<file path="config.mk">
export PLATFORM = sky130hd
export DESIGN_NAME = comparator_arbiter_flat
export DESIGN_NICKNAME = d
export VERILOG_FILES = /design/src/rtl/comparator_arbiter_pkg.sv /design/src/rtl/comparator_arbiter_if.sv /design/src/rtl/comparator_arbiter_rr_picker.sv /design/src/rtl/comparator_eq.sv /design/src/rtl/comparator_arbiter.sv /design/src/flat_wrapper.sv
export SDC_FILE = /design/constraint.sdc
export NUM_CORES = 1
export LEC_CHECK = 0
export BUFFER_PORTS_ARGS = -buffer_cell sky130_fd_sc_hd__buf_4
export CORE_UTILIZATION = 27
export CTS_CLUSTER_SIZE = 14
export DETAILED_ROUTE_END_ITERATION = 12
export HOLD_SLACK_MARGIN = 0.15
export SYNTH_ARGS = -nofsm -noshare
export SYNTH_HDL_FRONTEND = slang
export SYNTH_SLANG_ARGS = --single-unit
</file>
<file path="constraint.sdc">
create_clock -name clk -period 2.3 [get_ports clk]
set_input_delay 0.46 -clock clk [delete_from_list [all_inputs] [get_ports clk]]
set_output_delay 0.46 -clock clk [all_outputs]
set_load 0.005 [all_outputs]
</file>
<file path="src/rtl/comparator_arbiter_pkg.sv">
// comparator_arbiter_pkg
//   Shared types and default widths for the comparator arbiter slice.
//   arb_state_t : sequencer states (idle -> compare -> done)
//   DEF_*       : default parameter values for operand width, requester
//                 count and match-counter width.
package comparator_arbiter_pkg;

    typedef enum logic [1:0] {S_IDLE, S_CMP, S_DONE} arb_state_t;

    localparam int DEF_N  = 32;
    localparam int DEF_R  = 4;
    localparam int DEF_CW = 16;

endpackage

</file>
<file path="src/rtl/comparator_arbiter_if.sv">
// comparator_arbiter_if
//   Bundles the requester-side bus of the comparator arbiter.
//   req/a_in/b_in : driven by requesters (master)
//   ack/result    : one-cycle completion pulse and equality result
//   busy/grant_id/match_count : status and debug outputs
//   Requester i owns a_in/b_in bits [i*N +: N].
interface comparator_arbiter_if #(
    parameter int N  = 32,
    parameter int R  = 4,
    parameter int CW = 16
);
    localparam int IW = $clog2(R);

    logic [R-1:0]   req;
    logic [R*N-1:0] a_in;
    logic [R*N-1:0] b_in;
    logic [R-1:0]   ack;
    logic           result;
    logic           busy;
    logic [IW-1:0]  grant_id;
    logic [CW-1:0]  match_count;

    modport master (
        output req, a_in, b_in,
        input  ack, result, busy, grant_id, match_count
    );

    modport slave (
        input  req, a_in, b_in,
        output ack, result, busy, grant_id, match_count
    );
endinterface

</file>
<file path="src/rtl/comparator_arbiter_rr_picker.sv">
// rr_picker
//   Combinational round-robin search: returns the first set request bit
//   at or above rr_ptr, wrapping from R-1 back to 0.
//   req    : request vector
//   rr_ptr : search start index (must be < R)
//   found  : any request set
//   idx    : selected index (equals rr_ptr when nothing is found)
module rr_picker #(
    parameter  int R  = 4,
    localparam int IW = $clog2(R)
) (
    input  logic [R-1:0]  req,
    input  logic [IW-1:0] rr_ptr,
    output logic          found,
    output logic [IW-1:0] idx
);
    int p;

    // Walk offsets from farthest to nearest so the nearest hit wins.
    // Wrap is done explicitly since R need not be a power of two.
    always_comb begin
        found = 1'b0;
        idx   = rr_ptr;
        p     = 0;
        for (int k = R - 1; k >= 0; k--) begin
            p = int'(rr_ptr) + k;
            if (p >= R) p = p - R;
            if (req[p]) begin
                found = 1'b1;
                idx   = IW'(p);
            end
        end
    end
endmodule

</file>
<file path="src/rtl/comparator_eq.sv">
// comparator_eq
//   Combinational N-bit equality compare.
//   a, b : operands
//   eq   : 1 when a == b
module comparator_eq #(
    parameter int N = 32
) (
    input  logic [N-1:0] a,
    input  logic [N-1:0] b,
    output logic         eq
);
    assign eq = (a == b);
endmodule

</file>
<file path="src/rtl/comparator_arbiter.sv">
// comparator_arbiter
//   Shares one comparator_eq between R requesters. Grants round-robin,
//   latches the winner's operands at the grant edge, compares, and returns
//   a one-cycle one-hot ack with the registered result. Keeps a saturating
//   count of equal compares.
//   clk : rising-edge clock
//   rst : asynchronous active-low reset
//   bus : slave side of comparator_arbiter_if (req/a_in/b_in in,
//         ack/result/busy/grant_id/match_count out)
module comparator_arbiter
    import comparator_arbiter_pkg::*;
#(
    parameter int N  = DEF_N,
    parameter int R  = DEF_R,
    parameter int CW = DEF_CW
) (
    input  logic                 clk,
    input  logic                 rst,
    comparator_arbiter_if.slave  bus
);
    localparam int IW = $clog2(R);

    arb_state_t    state, nstate;
    logic [IW-1:0] rr_ptr;
    logic [IW-1:0] grant_id;
    logic [N-1:0]  a_q, b_q;
    logic          res_q;
    logic [R-1:0]  ack_q;
    logic          result_q;
    logic [CW-1:0] match_count;

    logic          pick_found;
    logic [IW-1:0] pick_idx;
    logic          eq;

    rr_picker #(.R(R)) u_pick (
        .req    (bus.req),
        .rr_ptr (rr_ptr),
        .found  (pick_found),
        .idx    (pick_idx)
    );

    comparator_eq #(.N(N)) u_eq (
        .a  (a_q),
        .b  (b_q),
        .eq (eq)
    );

    always_ff @(posedge clk or negedge rst) begin
        if (!rst) state <= S_IDLE;
        else      state <= nstate;
    end

    always_comb begin
        nstate = state;
        case (state)
            S_IDLE:  if (pick_found) nstate = S_CMP;
            S_CMP:   nstate = S_DONE;
            S_DONE:  nstate = S_IDLE;
            default: nstate = S_IDLE;
        endcase
    end

    // ack/result are registered on the DONE->IDLE edge, so the pulse is
    // visible in the cycle after that edge and cleared on the next one.
    always_ff @(posedge clk or negedge rst) begin
        if (!rst) begin
            rr_ptr      <= '0;
            grant_id    <= '0;
            a_q         <= '0;
            b_q         <= '0;
            res_q       <= 1'b0;
            ack_q       <= '0;
            result_q    <= 1'b0;
            match_count <= '0;
        end else begin
            ack_q    <= '0;
            result_q <= 1'b0;
            case (state)
                S_IDLE: begin
                    if (pick_found) begin
                        grant_id <= pick_idx;
                        a_q      <= bus.a_in[pick_idx*N +: N];
                        b_q      <= bus.b_in[pick_idx*N +: N];
                    end
                end
                S_CMP: begin
                    res_q <= eq;
                    if (eq && (match_count != {CW{1'b1}}))
                        match_count <= match_count + 1'b1;
                end
                S_DONE: begin
                    ack_q    <= R'(1) << grant_id;
                    result_q <= res_q;
                    rr_ptr   <= (grant_id == IW'(R - 1)) ? '0 : grant_id + 1'b1;
                end
                default: ;
            endcase
        end
    end

    assign bus.ack         = ack_q;
    assign bus.result      = result_q;
    assign bus.busy        = (state != S_IDLE);
    assign bus.grant_id    = grant_id;
    assign bus.match_count = match_count;
endmodule

</file>
<file path="src/flat_wrapper.sv">
// flat-port wrapper written by rule: the top's interface ports become plain ports
module comparator_arbiter_flat import comparator_arbiter_pkg::*;
#(
    parameter int N  = DEF_N,
    parameter int R  = DEF_R,
    parameter int CW = DEF_CW
)
  (clk, rst, bus_req, bus_a_in, bus_b_in, bus_ack, bus_result, bus_busy, bus_grant_id, bus_match_count);
  comparator_arbiter_if #(.N(N), .R(R), .CW(CW)) bus_i ();
  input  logic clk;
  input  logic rst;
  input wire logic [$bits(bus_i.req)-1:0] bus_req;
  input wire logic [$bits(bus_i.a_in)-1:0] bus_a_in;
  input wire logic [$bits(bus_i.b_in)-1:0] bus_b_in;
  output wire logic [$bits(bus_i.ack)-1:0] bus_ack;
  output wire logic [$bits(bus_i.result)-1:0] bus_result;
  output wire logic [$bits(bus_i.busy)-1:0] bus_busy;
  output wire logic [$bits(bus_i.grant_id)-1:0] bus_grant_id;
  output wire logic [$bits(bus_i.match_count)-1:0] bus_match_count;
  assign bus_i.req = bus_req;
  assign bus_i.a_in = bus_a_in;
  assign bus_i.b_in = bus_b_in;
  assign bus_ack = bus_i.ack;
  assign bus_result = bus_i.result;
  assign bus_busy = bus_i.busy;
  assign bus_grant_id = bus_i.grant_id;
  assign bus_match_count = bus_i.match_count;
  comparator_arbiter #(.N(N), .R(R), .CW(CW)) u_core (.clk(clk), .rst(rst), .bus(bus_i));
endmodule
</file>
# Word-level counts from Yosys, hierarchy flattened
# Index checks and enable logic that the tools add are counted.
[word_totals] register_bits=92 in_bits=262 output_inout_bits=24 elab_cells=69
[op_classes] addsub=9 order_cmp=8 eq_ne=6 n_shift=3 muxes=29 n_reduce_logical=5
[ops] cell="128-bit by 8-bit indexed part select with 32-bit output" n=2
[ops] cell="32-bit by 4-bit < comparator with 1-bit output (second input constant)" n=4
[ops] cell="32-bit two-way mux" n=4
[ops] cell="32-bit == test" n=1
[ops] cell="32-bit by 4-bit greater-or-equal comparator with 1-bit output (second input constant)" n=1
[ops] cell="32-bit by 4-bit subtractor with 32-bit output (second input constant)" n=1
[ops] cell="16-bit by 1-bit adder with 16-bit output (second input constant)" n=1
[ops] cell="16-bit inequality test (second input constant)" n=1
[ops] cell="1-bit two-way mux" n=13
[ops] cell="2-bit two-way mux" n=6
[ops] cell="1-bit binary-select mux with 2-bit select" n=4
[ops] cell="3-bit by 3-bit subtractor with 4-bit output (second input constant)" n=2
[ops] cell="2-bit by 2-bit adder with 3-bit output (second input constant)" n=2
[ops] cell="3-bit greater-or-equal comparator (second input constant)" n=2
[ops] cell="2-bit == test (second input constant)" n=2
[ops] cell="4-bit two-way mux" n=1
[ops] cell="2-bit case mux with 2 select lines" n=1
[ops] cell="2-bit AND reduction" n=2
[ops] cell="1-bit by 2-bit << shifter with 4-bit output (first input constant)" n=1
[ops] cell="2-bit by 3-bit subtractor with 4-bit output (second input constant)" n=1
[ops] cell="2-bit by 1-bit adder with 3-bit output (second input constant)" n=1
[ops] cell="2-bit by 3-bit greater-or-equal comparator with 1-bit output (second input constant)" n=1
[ops] cell="2-bit by 1-bit adder with 2-bit output (second input constant)" n=1
[ops] cell="2-bit by 1-bit == test with 1-bit output (second input constant)" n=1
[ops] cell="other kinds (4)" n=4

# Longest topological paths before layout
# Gate-level depths: netlist of the first run.
[depth] depth_word=12 mapped_depth=8 mapped_depth_nobuf=6

# Cells and area by module
# A second synthesis of the first run with hierarchy kept.
[hier_totals] hier_cells=379 area_unflattened_um2=5609.1
[by_module_without_submodules] mod="comparator_arbiter" n_inst=1 cells_per_inst=320 area_per_inst_um2=5162.5 seq_area_each_um2=2302.2
[by_module_without_submodules] mod="comparator_eq" n_inst=1 cells_per_inst=43 area_per_inst_um2=346.6 seq_area_each_um2=0.0
[by_module_without_submodules] mod="rr_picker" n_inst=1 cells_per_inst=16 area_per_inst_um2=100.1 seq_area_each_um2=0.0

# Worst setup path after synthesis of the first run
# No wires, ideal clock.
[synth_timing] path_type="reg-to-reg" startpoint="reg u_core.match_count[0], in the netlist u_core.bus.match_count[0]" endpoint="reg u_core.match_count[9], in the netlist u_core.bus.match_count[9]" setup_ns=0.079 t_arrival_ns=1.968 required_ns=2.221 path_slack_ns=0.252 path_stages_with_launch=9 path_buffers=2 period_less_slack_ns=2.048 cell_sequence="dfrtp_1 > ha_1 > and4_4 > buf_6 > and3_1 > buf_6 > or4_1 > nor3_2 > xor2_1"
[synth_via] elab_chain_len=3 word_cells_on_any_way=4 cone_classes="1 x add/sub; 1 x eq/ne; 2 x reduce/logical"
[synth_rtl] element="from (decl)" line="comparator_arbiter.sv:30" text="logic [CW-1:0] match_count;"
[synth_rtl] element="from (signal assigned)" line="comparator_arbiter.sv:90" text="match_count <= match_count + 1'b1;"
[synth_rtl] element="parallel branches: the longest is 3 deep, another holds 16-bit by 1-bit adder with 16-bit output"
# Several ways; the timed one is not identified.
# A chain may end at the register's enable or synchronous reset.

# Worst setup path in the final report of the first run
# Same ends and word-level chain as after synthesis.

==> results of run 1 <==
[how the worst min path moves through the flow]
stage	depth (start not counted)	slack [ps]	start	to
floorplan	0	160	rst	u_core.a_q[0]
global placement	1	280	rst	u_core.b_q[13]
detailed placement	1	280	rst	u_core.b_q[13]
CTS	3	360	bus_a_in[31]	u_core.a_q[31]
global route	3	370	bus_a_in[21]	u_core.a_q[21]
finish	3	370	bus_a_in[58]	u_core.a_q[26]
[critical path: stages, from the launching register on]
cell and delay, ps:
dfrtp_1 450, ha_1 270, and4_4 190, and3_1 300
or4_1 570, nor3_2 140, xor2_1 160
[cell usage in the layout, fill, tap and decap left out, drive strengths merged, types with 6 or more instances in the layout]
cell type / netlist / final
clkbuf: 22 / 11
nor3: 14 / 14
o21ai: 6 / 6
nor4: 9 / 9
o22ai: 30 / 30
nand3: 9 / 9
xnor2: 12 / 12
inv: 7 / 7
mux2i: 70 / 70
nand4: 6 / 6
dfrtp: 92 / 92
a31oi: 29 / 29
mux2: 32 / 32
o221ai: 36 / 36
xor2: 32 / 32
buf: 20 / 308
nand2: 102 / 102
[layout make-up]
type                            count  area (um^2)  area share (%)
Inverter                            7        26.28          0.3086
Tap cell                          270        337.8           3.967
Clock buffer                       11        232.7           2.733
Sequential cell                    92         2302           27.03
Multi-Input combinational cell    425         3131           36.76
Timing Repair Buffer              309         2435           28.59
Clock inverter                      4        51.30          0.6024
[sequential cells by signal (all words and copies together), names as in the netlist]
| name | count |
|---|---|
| u_core.a_q | 32 |
| u_core.b_q | 32 |
| u_core.bus.match_count | 16 |
| u_core.bus.ack | 4 |
| u_core.bus.grant_id | 2 |
| u_core.rr_ptr | 2 |
| u_core.state | 2 |
| u_core.bus.result | 1 |
| u_core.res_q | 1 |
[power by group]
group          internal [mW]  switching [mW]
sequential              2.28           0.549
combinational           2.23            2.39
clock                  0.838           0.647
total                   5.34            3.59
[cells by family (layout without fill, tap and decap cells)]
kind of cell | Yosys count | after routing | synth area share (%)
flops | 92 | 92 | 41.21
buf+inv | 49 | 331 | 4.143
xor+xnor | 44 | 44 | 6.898
mux | 102 | 102 | 18.99
compound gates | 107 | 107 | 13.68
fa+ha+maj | 5 | 5 | 1.120
simple gates | 167 | 167 | 13.95
[metal layers]
metal / routed length (um) / share of wire [%] / vias up
met5: 0 / 0 / -
met3: 1171 / 6.0 / 14
met1: 8255 / 42 / 2544
met4: 236 / 1.2 / 0
li1: - / - / 2642
met2: 9973 / 51 / 195
[what timing repair did]
action                     in CTS  in global routing
resized for setup               3                  6
hold endpoints to repair        4                  0
setup buffers                   0                  0
gates cloned                    0                  0
pin swaps                       0                  0
hold buffers                    1                  0
setup endpoints to repair      13                  9
[through the flow]
stage          setup WS [ps]  total power, mW  cells  util [%]  hold slack [ps]
2_1_floorplan          252.3            5.711    566         -            164.4
3_3_place_gp          -151.1            7.493   1102     40.36            284.1
3_5_place_dp          -130.4            7.545   1102     40.36            282.5
4_1_cts                16.81            9.089   1118     41.91            361.2
5_1_grt                1.215            9.565   1118     42.09            372.1
6_report               132.5            8.927   1118     42.09            370.3
==> reports/metrics.cfg, run 1 <==
[power_and_ir_drop]
p_per_area_nw_per_um2=1048
ir_drop_mv=0.4527
leakage_nw=4.127

[synth]
seq_area_frac_synth_pct=41.21
synthFlopType=dfrtp_1
synth.area.top_cells=dfrtp_1, mux2i_1, nand2_1, mux2_2, o221ai_1
netlist_area_um2=5587
syn_inst=566
ys_ff_latch=92
synth.distinct_cells=39
async_reset_ff_share_pct=100.0
yosysMostFrequentCell=nand2_1
synthTopCellsByCount=nand2_1, dfrtp_1, mux2i_1
yosys_warnings=0
yosys.area.top_type_share_pct=41.21
synth_nets=833
synth.largest_area_cell=dfrtp_1
synth_enable_flop_cells=0
synth.avg_cell_area_um2=9.870

[sta]
tightest_slew_ps=558.7
post-route-period-util_pct=94.24
fin_tns_setup_ps=0
fmax_mhz=461.4
rsz0062_at_grt=no
setup_viol=0
skew_ps=6.209
slew_headroom_pct=62.41
hold_viol_final=0
final.min_clock_period_ps=2168
final_max_slew_viol_count=0

[cts]
clock_latency_ps=350
clk_pin_slew_ps=70
h-tree-depth=3
clockRootBuffer=clkbuf_16
cts_buffers=9
clock_sinks=92
cts_tree=built
cts_buffer_depth=2

[global_routing]
grt_busiest_layer=met2
grt_use_met3_pct=4.451
antenna_found_initial=0
grt_max_degree=56
grt_usage_pct=18.45
grt_use_met2_pct=32.37
grt_pass1_wl_um=30300
met1_usage_pct=22.70
overflow=0
grt_pass1_vias=5508

[worst_setup_path]
crit-reg2reg-launch=u_core.bus.match_count[0]
endpoint=u_core.bus.match_count[9]
cp-startpoint=u_core.bus.match_count[0]
criticalPathCategory=flop to flop
worst_setup_path_end_kind=flop
rr_worst_depth=6
path_max_fanout=8
cp-start-kind=flop
r2r_slack_ps=130
arrival_ps=2440
worstPathRequired_ps=2570
rr_endpoint=u_core.bus.match_count[9]

[floorplan]
boundaryPins=286
die_w_um=145.8
start_util_pct=27.61
die_area_um2=21270
rows=52
core_um2=20230
die_y_um=145.8

[outcome]
outcome=complete, no violations

[run]
max-cap-violations=0

[worst_hold_path]
min_path_type=input port to flop

[layout]
antennaDiodeCount=0
layout-drive-gt1-share_pct=43.87
fin_area_um2=8516
synthToLayoutAreaGrowth_pct=52.43
fillers=2017
fin_nets=1111

[route]
ant_nets=0
routed_wl_um=19640
vias=5395
vias_per_cell=4.826
drtPass1Iterations=4
wl_per_cell_um=17.56
drc=0
initialDrtViolationCount=213

[placement]
place.gp.congestion=0.8322
place_area_um2=8167
io_buffer_count=285
place_hpwl_um=15250

No activity file was read; power rests on OpenSTA's default activity.
==> run 2, diff against run 1 <==
--- a/config.mk
+++ b/config.mk
@@ -10,6 +10,7 @@
 export CTS_CLUSTER_SIZE = 14
 export DETAILED_ROUTE_END_ITERATION = 12
 export HOLD_SLACK_MARGIN = 0.15
+export SETUP_SLACK_MARGIN = 0.5
 export SYNTH_ARGS = -nofsm -noshare
 export SYNTH_HDL_FRONTEND = slang
 export SYNTH_SLANG_ARGS = --single-unit
==> run 2 against run 1 <==
Compared with the run above:
- hold slack got worse by 4.1 ps
- clock power increased by 3%
- flip-flop and latch count did not move
- register-to-register slack gained 180 ps
- non-clock buffer count is 47 higher
- core utilization rose by 7.8 points
- sequential share of layout area fell by 4.2 points
- largest power group unchanged
- highest routed layer unchanged
==> reports/metrics.cfg, run 2 (same netlist as run 1, synthesis figures left out) <==
[outcome]
outcome=complete, no violations

[worst_setup_path]
worst_setup_path_end_kind=flop
criticalPathCategory=flop to flop
cp-start-kind=flop
crit-reg2reg-launch=u_core.a_q[7]
rr_endpoint=u_core.bus.match_count[7]
r2r_slack_ps=320  ; +180 ps
arrival_ps=2250  ; -190 ps
cp-startpoint=u_core.a_q[7]
rr_worst_depth=7  ; +1
path_max_fanout=4  ; -4
worstPathRequired_ps=2570  ; about the same
endpoint=u_core.bus.match_count[7]

[sta]
tightest_slew_ps=461.8  ; -96.90 ps
skew_ps=13.92  ; +7.714 ps
slew_headroom_pct=69.15  ; +6.7 points
hold_slack_ps=366.2  ; -4.112 ps
layout_setup_ws_ps=315.7  ; +183.2 ps
fmax_mhz=504.0  ; +9.2%
hold_viol_final=0  ; unchanged
final_max_slew_viol_count=0  ; unchanged
setup_viol=0  ; unchanged
post-route-period-util_pct=86.27  ; -8.0 points
fin_tns_setup_ps=0  ; unchanged
rsz0062_at_grt=yes
final.min_clock_period_ps=1984  ; -183.2 ps

[floorplan]
rows=52  ; unchanged
start_util_pct=27.61  ; unchanged
boundaryPins=286  ; unchanged
die_area_um2=21270  ; unchanged
die_w_um=145.8  ; unchanged
die_y_um=145.8  ; unchanged
core_um2=20230  ; unchanged

[layout]
mostFrequentLayoutCells=buf_4, nand2_1, dfrtp_1, mux2i_1, xor2_1
layout-drive-gt1-share_pct=56.36  ; +12 points
fillers=1873  ; -7.1%
top_regs=u_core.a_q (32), u_core.b_q (32), u_core.bus.match_count (16)
synthToLayoutAreaGrowth_pct=80.52
fin_nets=1158  ; +4.2%
fin_area_um2=10080  ; +18%
final_util_pct=49.84  ; +7.8 points
antennaDiodeCount=0  ; unchanged
layout_commonest_cell=buf_4

[route]
drtPass1Iterations=4  ; unchanged
initialDrtViolationCount=298  ; +40%
wl_per_cell_um=19.50  ; +11%
drc=0  ; unchanged
vias=5820  ; +7.9%
vias_per_cell=4.991  ; +3.4%
routed_wl_um=22740  ; +16%
ant_nets=0  ; unchanged

[placement]
dp_slack_ps=96.02  ; +226.4 ps
io_buffer_count=285  ; unchanged
place.gp.congestion=0.8490  ; +2.0%
place_hpwl_um=15280  ; +0.19%
place_area_um2=8145  ; -0.26%

[cts]
cts_tree=built
cts_buffer_depth=2  ; unchanged
clk_pin_slew_ps=70  ; about the same
clockRootBuffer=clkbuf_16
clock_sinks=92  ; unchanged
cts_buffers=9  ; unchanged
clock_latency_ps=350  ; about the same
h-tree-depth=3  ; unchanged

[run]
max-cap-violations=0  ; unchanged

[power_and_ir_drop]
leakage_nw=4.771  ; +16%
p_per_area_nw_per_um2=1113  ; +6.2%
ir_drop_mv=0.5183  ; +14%

[global_routing]
grt_usage_pct=20.08  ; +1.6 points
grt_pass1_vias=5972  ; +8.4%
overflow=0  ; unchanged
antenna_found_initial=0  ; unchanged
grt_pass1_wl_um=32830  ; +8.4%
grt_max_degree=43  ; -23%

[worst_hold_path]
min_path_type=input port to flop

## run 2: worst max-delay path, stage by stage (launching register included)
cell and delay [ps]:
dfrtp_2 450, xnor2_2 160, nand4_1 190, nor3_4 300, nand3_4 160, buf_4 190, nor4b_4 260, xor2_1 190
## run 2: worst min-delay path by stage
stage	cells after the start	startpoint	end
after floorplan	0	rst	u_core.a_q[0]
after global placement	1	rst	u_core.bus.ack[3]
after detailed placement	1	rst	u_core.bus.ack[3]
after CTS	3	bus_b_in[63]	u_core.b_q[31]
after global routing	3	bus_a_in[51]	u_core.a_q[19]
final	3	bus_b_in[35]	u_core.b_q[3]
## run 2: cell type report
cell class / count / area, um^2 / area share (%)
clock inverters: 5 / 58.81 / 0.5831
inverters: 7 / 26.28 / 0.2605
clock buffers: 11 / 242.7 / 2.407
well taps: 270 / 337.8 / 3.350
repair buffers: 356 / 3221 / 31.94
multi-input cells: 425 / 3894 / 38.61
flip-flops and latches: 92 / 2305 / 22.85
## run 2: per-stage QoR
stage,cells,total power [mW]
after CTS,1138,9.881
after global placement,1101,7.401
after detailed placement,1101,7.448
final,1166,11.23
after global routing,1166,11.89
after floorplan,566,5.817
## run 2: what timing repair did
item	4_1_cts	5_1_grt
gates cloned	6	9
hold endpoints to repair	24	0
hold buffers	1	0
buffers inserted	14	19
gates resized for setup	73	114
pin swaps	24	28
setup endpoints to repair	81	81
## run 2: where the power goes
part	switching [mW]	internal [mW]	total, mW
logic	3.15	3.64	6.80
registers	0.613	2.28	2.89
clock network	0.666	0.876	1.54
total	4.43	6.80	11.2
## run 2: layer usage
| layer | vias to the layer above | part of all wire [%] | track usage [%] |
|---|---|---|---|
| li1 | 2747 | - | - |
| met2 | 215 | 53 | 35.89 |
| met4 | 0 | 1.5 | 5.053 |
| met5 | - | 0 | 0 |
| met3 | 22 | 5.7 | 4.201 |
| met1 | 2836 | 40 | 24.42 |
